===== src/rtl/load_store_unit_pkg.sv =====
// -----------------------------------------------------------------------------
// load_store_unit_pkg
// Shared encodings for the load/store unit: access sizes, FSM states and the
// lane-shift helper used by both the extraction and the merge paths.
// No ports.
// -----------------------------------------------------------------------------
package load_store_unit_pkg;

    typedef enum logic [1:0] {
        SIZE_BYTE    = 2'b00,
        SIZE_HALF    = 2'b01,
        SIZE_ILLEGAL = 2'b10,
        SIZE_WORD    = 2'b11
    } size_e;

    typedef enum logic {
        ST_IDLE  = 1'b0,
        ST_MERGE = 1'b1
    } state_e;

    // Bit position of the addressed byte/half lane inside the 32-bit word.
    // Big-endian puts byte offset 0 in bits [31:24] and half offset 0 in
    // bits [31:16]; little-endian puts offset 0 in the low bits.
    function automatic logic [4:0] lane_shift(input logic [1:0] byte_off,
                                              input logic [1:0] size,
                                              input logic       big_endian);
        logic [1:0] lane;
        lane = 2'b00;
        if (size == SIZE_WORD) begin
            lane = 2'b00;
        end else if (big_endian) begin
            lane = (size == SIZE_BYTE) ? (2'd3 - byte_off) : (2'd2 - byte_off);
        end else begin
            lane = byte_off;
        end
        return {lane, 3'b000};
    endfunction

endpackage


===== src/rtl/load_store_unit_if.sv =====
// -----------------------------------------------------------------------------
// load_store_unit_if
// Groups the pipeline request/response signals and the data-memory port of the
// load/store unit.
//   master : pipeline + memory side (drives requests and mem_readdata_in)
//   slave  : the load/store unit itself
// -----------------------------------------------------------------------------
interface load_store_unit_if;

    logic [31:0] addr_in;
    logic [31:0] writedata_in;
    logic        load_in;
    logic        store_in;
    logic [1:0]  size_in;
    logic        sign_ext_in;
    logic [31:0] readdata_out;
    logic        stall_out;
    logic        error_out;

    logic [31:0] mem_addr_out;
    logic [31:0] mem_writedata_out;
    logic        mem_re_out;
    logic        mem_we_out;
    logic [1:0]  mem_size_out;
    logic [31:0] mem_readdata_in;

    modport master (
        output addr_in, writedata_in, load_in, store_in, size_in, sign_ext_in,
               mem_readdata_in,
        input  readdata_out, stall_out, error_out,
               mem_addr_out, mem_writedata_out, mem_re_out, mem_we_out, mem_size_out
    );

    modport slave (
        input  addr_in, writedata_in, load_in, store_in, size_in, sign_ext_in,
               mem_readdata_in,
        output readdata_out, stall_out, error_out,
               mem_addr_out, mem_writedata_out, mem_re_out, mem_we_out, mem_size_out
    );

endinterface


===== src/rtl/lsu_lane_extract.sv =====
// -----------------------------------------------------------------------------
// lsu_lane_extract
// Purely combinational: picks the addressed byte/half out of a memory word and
// sign- or zero-extends it. Word accesses pass through unchanged.
//   word_i      : full word read from data memory
//   byte_off_i  : byte address bits [1:0]
//   size_i      : access size encoding
//   sign_ext_i  : 1 = sign-extend, 0 = zero-extend
//   data_o      : extracted, extended result
// -----------------------------------------------------------------------------
module lsu_lane_extract
    import load_store_unit_pkg::*;
#(
    parameter bit BIG_ENDIAN = 1'b1
) (
    input  logic [31:0] word_i,
    input  logic [1:0]  byte_off_i,
    input  logic [1:0]  size_i,
    input  logic        sign_ext_i,
    output logic [31:0] data_o
);

    logic [4:0]  shift;
    logic [31:0] shifted;

    always_comb begin
        shift   = lane_shift(byte_off_i, size_i, BIG_ENDIAN);
        shifted = word_i >> shift;
        data_o  = shifted;
        case (size_i)
            SIZE_BYTE: data_o = {{24{sign_ext_i & shifted[7]}}, shifted[7:0]};
            SIZE_HALF: data_o = {{16{sign_ext_i & shifted[15]}}, shifted[15:0]};
            default:   data_o = shifted;
        endcase
    end

endmodule


===== src/rtl/load_store_unit.sv =====
// -----------------------------------------------------------------------------
// load_store_unit
// Sits between the pipeline and a word-wide, asynchronous-read data memory.
// Loads complete in the same cycle; word stores write directly; byte/half
// stores do a read (one stall cycle) followed by a merged full-word write.
//   clock : single clock, rising edge
//   reset : asynchronous, active low
//   bus   : pipeline request/response and data-memory port (slave side)
//
//   state    | meaning
//   ---------+---------------------------------------------------------------
//   ST_IDLE  | accept requests; loads/word stores finish here
//   ST_MERGE | write merge register with the new byte/half lanes inserted
// -----------------------------------------------------------------------------
module load_store_unit
    import load_store_unit_pkg::*;
#(
    parameter bit BIG_ENDIAN = 1'b1
) (
    input  logic              clock,
    input  logic              reset,
    load_store_unit_if.slave  bus
);

    state_e      state_q, state_d;
    logic [31:0] merge_q, merge_d;

    logic        any_req;
    logic        misaligned;
    logic        size_illegal;
    logic        req_err;
    logic        legal_load;
    logic        legal_store;
    logic        sub_word;
    logic [4:0]  shift;
    logic [31:0] lane_mask;
    logic [31:0] lane_data;
    logic [31:0] merged_word;
    logic [31:0] extracted;

    // ---------------- request decode ----------------
    always_comb begin
        any_req      = bus.load_in | bus.store_in;
        size_illegal = (bus.size_in == SIZE_ILLEGAL);
        misaligned   = ((bus.size_in == SIZE_HALF) & bus.addr_in[0]) |
                       ((bus.size_in == SIZE_WORD) & (bus.addr_in[1:0] != 2'b00));
        req_err      = any_req & (size_illegal | misaligned | (bus.load_in & bus.store_in));
        legal_load   = bus.load_in  & ~req_err;
        legal_store  = bus.store_in & ~req_err;
        sub_word     = (bus.size_in != SIZE_WORD);
    end

    // ---------------- load lane extraction ----------------
    lsu_lane_extract #(
        .BIG_ENDIAN (BIG_ENDIAN)
    ) u_extract (
        .word_i     (bus.mem_readdata_in),
        .byte_off_i (bus.addr_in[1:0]),
        .size_i     (bus.size_in),
        .sign_ext_i (bus.sign_ext_in),
        .data_o     (extracted)
    );

    // ---------------- store merge ----------------
    // Inputs are held stable through the stall, so the live address/data
    // select the lanes during MERGE.
    always_comb begin
        shift       = lane_shift(bus.addr_in[1:0], bus.size_in, BIG_ENDIAN);
        lane_mask   = ((bus.size_in == SIZE_BYTE) ? 32'h0000_00FF : 32'h0000_FFFF) << shift;
        lane_data   = ((bus.size_in == SIZE_BYTE) ? {24'd0, bus.writedata_in[7:0]}
                                                  : {16'd0, bus.writedata_in[15:0]}) << shift;
        merged_word = (merge_q & ~lane_mask) | lane_data;
    end

    // ---------------- state register ----------------
    always_ff @(posedge clock or negedge reset) begin
        if (!reset) begin
            state_q <= ST_IDLE;
            merge_q <= 32'd0;
        end else begin
            state_q <= state_d;
            merge_q <= merge_d;
        end
    end

    // ---------------- next state ----------------
    always_comb begin
        state_d = state_q;
        merge_d = merge_q;
        case (state_q)
            ST_IDLE: begin
                if (legal_store && sub_word) begin
                    state_d = ST_MERGE;
                    merge_d = bus.mem_readdata_in;
                end
            end
            ST_MERGE: state_d = ST_IDLE;
            default:  state_d = ST_IDLE;
        endcase
    end

    // ---------------- outputs ----------------
    // Everything is gated by reset so an aborted MERGE can never leak a write
    // and stray requests during reset report nothing.
    always_comb begin
        bus.readdata_out      = 32'd0;
        bus.stall_out         = 1'b0;
        bus.error_out         = 1'b0;
        bus.mem_re_out        = 1'b0;
        bus.mem_we_out        = 1'b0;
        bus.mem_writedata_out = 32'd0;
        if (reset) begin
            case (state_q)
                ST_IDLE: begin
                    bus.error_out = req_err;
                    if (legal_load) begin
                        bus.mem_re_out   = 1'b1;
                        bus.readdata_out = extracted;
                    end else if (legal_store) begin
                        if (sub_word) begin
                            bus.mem_re_out = 1'b1;
                            bus.stall_out  = 1'b1;
                        end else begin
                            bus.mem_we_out        = 1'b1;
                            bus.mem_writedata_out = bus.writedata_in;
                        end
                    end
                end
                ST_MERGE: begin
                    bus.mem_we_out        = 1'b1;
                    bus.mem_writedata_out = merged_word;
                end
                default: ;
            endcase
        end
    end

    assign bus.mem_addr_out = {bus.addr_in[31:2], 2'b00};
    assign bus.mem_size_out = SIZE_WORD;

endmodule


===== src/flat_wrapper.sv =====
// flat-port wrapper written by rule: the top's interface ports become plain ports
module load_store_unit_flat import load_store_unit_pkg::*;
#(
    parameter bit BIG_ENDIAN = 1'b1
)
  (clock, reset, bus_addr_in, bus_writedata_in, bus_load_in, bus_store_in, bus_size_in, bus_sign_ext_in, bus_mem_readdata_in, bus_readdata_out, bus_stall_out, bus_error_out, bus_mem_addr_out, bus_mem_writedata_out, bus_mem_re_out, bus_mem_we_out, bus_mem_size_out);
  load_store_unit_if bus_i ();
  input  logic clock;
  input  logic reset;
  input wire logic [$bits(bus_i.addr_in)-1:0] bus_addr_in;
  input wire logic [$bits(bus_i.writedata_in)-1:0] bus_writedata_in;
  input wire logic [$bits(bus_i.load_in)-1:0] bus_load_in;
  input wire logic [$bits(bus_i.store_in)-1:0] bus_store_in;
  input wire logic [$bits(bus_i.size_in)-1:0] bus_size_in;
  input wire logic [$bits(bus_i.sign_ext_in)-1:0] bus_sign_ext_in;
  input wire logic [$bits(bus_i.mem_readdata_in)-1:0] bus_mem_readdata_in;
  output wire logic [$bits(bus_i.readdata_out)-1:0] bus_readdata_out;
  output wire logic [$bits(bus_i.stall_out)-1:0] bus_stall_out;
  output wire logic [$bits(bus_i.error_out)-1:0] bus_error_out;
  output wire logic [$bits(bus_i.mem_addr_out)-1:0] bus_mem_addr_out;
  output wire logic [$bits(bus_i.mem_writedata_out)-1:0] bus_mem_writedata_out;
  output wire logic [$bits(bus_i.mem_re_out)-1:0] bus_mem_re_out;
  output wire logic [$bits(bus_i.mem_we_out)-1:0] bus_mem_we_out;
  output wire logic [$bits(bus_i.mem_size_out)-1:0] bus_mem_size_out;
  assign bus_i.addr_in = bus_addr_in;
  assign bus_i.writedata_in = bus_writedata_in;
  assign bus_i.load_in = bus_load_in;
  assign bus_i.store_in = bus_store_in;
  assign bus_i.size_in = bus_size_in;
  assign bus_i.sign_ext_in = bus_sign_ext_in;
  assign bus_i.mem_readdata_in = bus_mem_readdata_in;
  assign bus_readdata_out = bus_i.readdata_out;
  assign bus_stall_out = bus_i.stall_out;
  assign bus_error_out = bus_i.error_out;
  assign bus_mem_addr_out = bus_i.mem_addr_out;
  assign bus_mem_writedata_out = bus_i.mem_writedata_out;
  assign bus_mem_re_out = bus_i.mem_re_out;
  assign bus_mem_we_out = bus_i.mem_we_out;
  assign bus_mem_size_out = bus_i.mem_size_out;
  load_store_unit #(.BIG_ENDIAN(BIG_ENDIAN)) u_core (.clock(clock), .reset(reset), .bus(bus_i));
endmodule

===== config.mk =====
export PLATFORM = sky130hd
export DESIGN_NAME = load_store_unit_flat
export DESIGN_NICKNAME = d
export VERILOG_FILES = /design/src/rtl/load_store_unit_pkg.sv /design/src/rtl/load_store_unit_if.sv /design/src/rtl/lsu_lane_extract.sv /design/src/rtl/load_store_unit.sv /design/src/flat_wrapper.sv
export SDC_FILE = /design/constraint.sdc
export NUM_CORES = 1
export LEC_CHECK = 0
export ABC_AREA = 1
export CAP_MARGIN = 25
export CORE_AREA = 3 3 108 110
export CTS_CLUSTER_DIAMETER = 150
export DETAILED_ROUTE_END_ITERATION = 8
export DIE_AREA = 0 0 111 113
export DONT_BUFFER_PORTS = 1
export GPL_TIMING_DRIVEN = 1
export SYNTH_ARGS = -nofsm -noshare
export SYNTH_HDL_FRONTEND = slang
export SYNTH_SLANG_ARGS = --single-unit

===== constraint.sdc =====
create_clock -name clock -period 2.2 [get_ports clock]
set_input_delay 0.44 -clock clock [delete_from_list [all_inputs] [get_ports clock]]
set_output_delay 0.44 -clock clock [all_outputs]
set_load 0.01 [all_outputs]

==> metrics.txt <==
outcome=finished, final reports clean; # diodes=0; Clk pin slew, worst setup/hold paths=60 ps; ys flop type=dfrtp_1; post-route worst setup slack=18.15 ps; I/O Pins=205; number of synthesized flops with an enable pin=0; cell row count=38; Placer Congestion=around 0.94; DRT Pass-1 Iters=5; Detail Route Antenna Nets=0; Yosys reg bits=33; WP data arrival=around 1700 ps; Core Region=10790 sq um; H-Tree Depth=2; GRT overflow=0; vias in the first global route=around 3800; CP max FO=8; sequential share of the synthesized area=22.18%; Fin. Hold Viols=0; clk sinks=33; DP Area=3984 sq um; Worst Path Required=1760 ps; Initial Utilization=34.50%; Total GRT Usage=between 20% and 30%; Crit. End Element=primary output; Max Freq=0.4583 GHz; dpl ws=-106.3 ps; port buffer count=0; Static Leak=~2.4 nW; Cells after Synth=620; via count=4001; initial antenna violation count=0; First DRT Iteration DRCs=339; Die Area=between 10000 and 15000 sq um; # DRC=0; Syn Area/Cell=6.006 sq um; clk buf depth=2; Die Y=113 um; area grow syn2layout=23.35%; DR WL/cell=around 18 um; min cycle time layout=between 2000 and 2500 ps; pwr dens=between 400 and 500 nW/um^2; Die Wd=111 um; Post-Route Setup TNS=0 ps; clock skew=~1.9 ps; Hold Crit Class=input port to register; first-pass GRT wire length=21.47 mm; CTS tree=built; Final Cell Area=4593 sq um; Critical Path Source Type=input port; Setup violations, final=0; Total Wirelength=13.88 mm; crit path kind=input port to primary output; Netlist cell types=30; peak supply drop=0.1925 mV; period utilization=99.18%; root buffer cell=clkbuf_8; RSZ-0062 raised after global routing=yes; DR vias/cell=5.090; fraction of layout cells with a size suffix above 1=28.95%; largest net degree at the start of global routing=55; YS warnings=0; asr flop ratio synth=100.0%; Num CTS Buffers=5; Nets=750; MaxCap Viol Count=0; clock latency at the later pin of the worst-skew pair=280 ps; Slew Limit Fails=0; HPWL after DPL=10.77 mm; Mapped Area=3724 sq um
per-stage QoR:
| stage | hold WS (ps) | cells | total power [mW] | util (%) |
|---|---|---|---|---|
| 6_report | 270.3 | 786 | 2.249 | 42.56 |
| 4_1_cts | 265.8 | 776 | 2.159 | 39.53 |
| 3_5_place_dp | 145.5 | 763 | 1.635 | 36.91 |
| 5_1_grt | 280.3 | 786 | 2.404 | 42.56 |
| 2_1_floorplan | 144.4 | 622 | 1.460 | - |
| 3_3_place_gp | 146.0 | 763 | 1.632 | 36.91 |
registers in the layout (all words and copies together) (netlist names):
register        count
u_core.state_q      1
u_core.merge_q     32
placed cells by master, fill, tap and decap left out, types with 20 or more instances in the layout:
cell     count
buf_4       63
nand2_1    193
inv_1       41
o21ai_0     29
nor2_1      43
a21oi_1     51
nand3_1     20
o21ai_1     39
dfrtp_1     33
power by group:
group / switching [mW] / leakage, nW / total, mW / internal, mW
clock network: 0.203 / 0.0443 / 0.450 / 0.248
logic: 0.570 / 1.92 / 0.948 / 0.378
registers: 0.106 / 0.413 / 0.851 / 0.744
cells in the mapped netlist (2+ instances only):
| cell type | instances | area share [%] |
|---|---|---|
| nand2_1 | 206 | 21 |
| a21oi_1 | 69 | 9.3 |
| inv_1 | 56 | 5.6 |
| o21ai_0 | 52 | 7.0 |
| nor2_1 | 43 | 4.3 |
| buf_4 | 39 | 7.9 |
| dfrtp_1 | 33 | 22 |
| o21ai_1 | 22 | 3.0 |
| nand3_1 | 21 | 2.8 |
| buf_6 | 12 | 3.6 |
| clkbuf_1 | 11 | 1.1 |
| o21ai_2 | 11 | 2.6 |
| buf_2 | 8 | 1.1 |
| nand2_4 | 6 | 1.8 |
| nand2_2 | 5 | 0.84 |
| inv_2 | 4 | 0.40 |
| nand3_2 | 4 | 1.1 |
| nand3_4 | 3 | 1.4 |
| conb_1 | 2 | 0.20 |
| nand4_2 | 2 | 0.67 |
| o211a_1 | 2 | 0.54 |
routing by layer:
layer	part of all wire (%)	GRT usage, %	up-vias
li1	-	-	1993
met1	45	28.64	1801
met2	44	33.50	174
met3	9.0	5.989	33
met4	2.0	5.829	0
met5	0	0	-
critical path, stage by stage:
cell and delay (ps):
inv_8 20, ha_4 230, inv_2 60, nand3_2 70, nand2_4 160, buf_6 140, nand3_4 70, nand3_4 130
buf_12 120, nand3_4 130, nand2_2 110, inv_2 50
cell families after synthesis:
| kind of cell | synth area share (%) |
|---|---|
| simple gates | 34.37 |
| fa+ha+maj | 0.3360 |
| buf+inv | 20.23 |
| compound gates | 22.68 |
| other cells | 0.2017 |
| flops | 22.18 |
repair_timing:
| action | in CTS | in global routing |
|---|---|---|
| endpoints found under the setup margin | 60 | 57 |
| hold endpoints to repair | 33 | 0 |
| hold buffers | 2 | 0 |
| buffers inserted | 2 | 9 |
| gates resized for setup | 37 | 88 |
| gates cloned | 2 | 1 |
| pin swaps | 3 | 29 |
area by class of cell:
cell class / instances / area (sq um)
inverter: 63 / 269.0
multi-input combinational: 456 / 2419
tap: 140 / 175.2
timing repair buffer: 86 / 812.0
timing repair inverter: 1 / 6.256
sequential: 33 / 825.8
fill: 1161 / 6200
clock buffer: 7 / 86.33
worst paths after layout:
check                      slack, ps                   end  cells after the start                     from
max                               20  bus_readdata_out[20]                     12           bus_addr_in[1]
min                              270    u_core.merge_q[31]                      2  bus_mem_readdata_in[31]
max reg2reg                      770     u_core.merge_q[7]                      6           u_core.state_q
min reg2reg                      480    u_core.merge_q[11]                      2       u_core.merge_q[11]
max in group asynchronous       1400    u_core.merge_q[26]                      2                    reset
min in group asynchronous        630    u_core.merge_q[20]                      2                    reset
(Power assumes the default switching activity.)
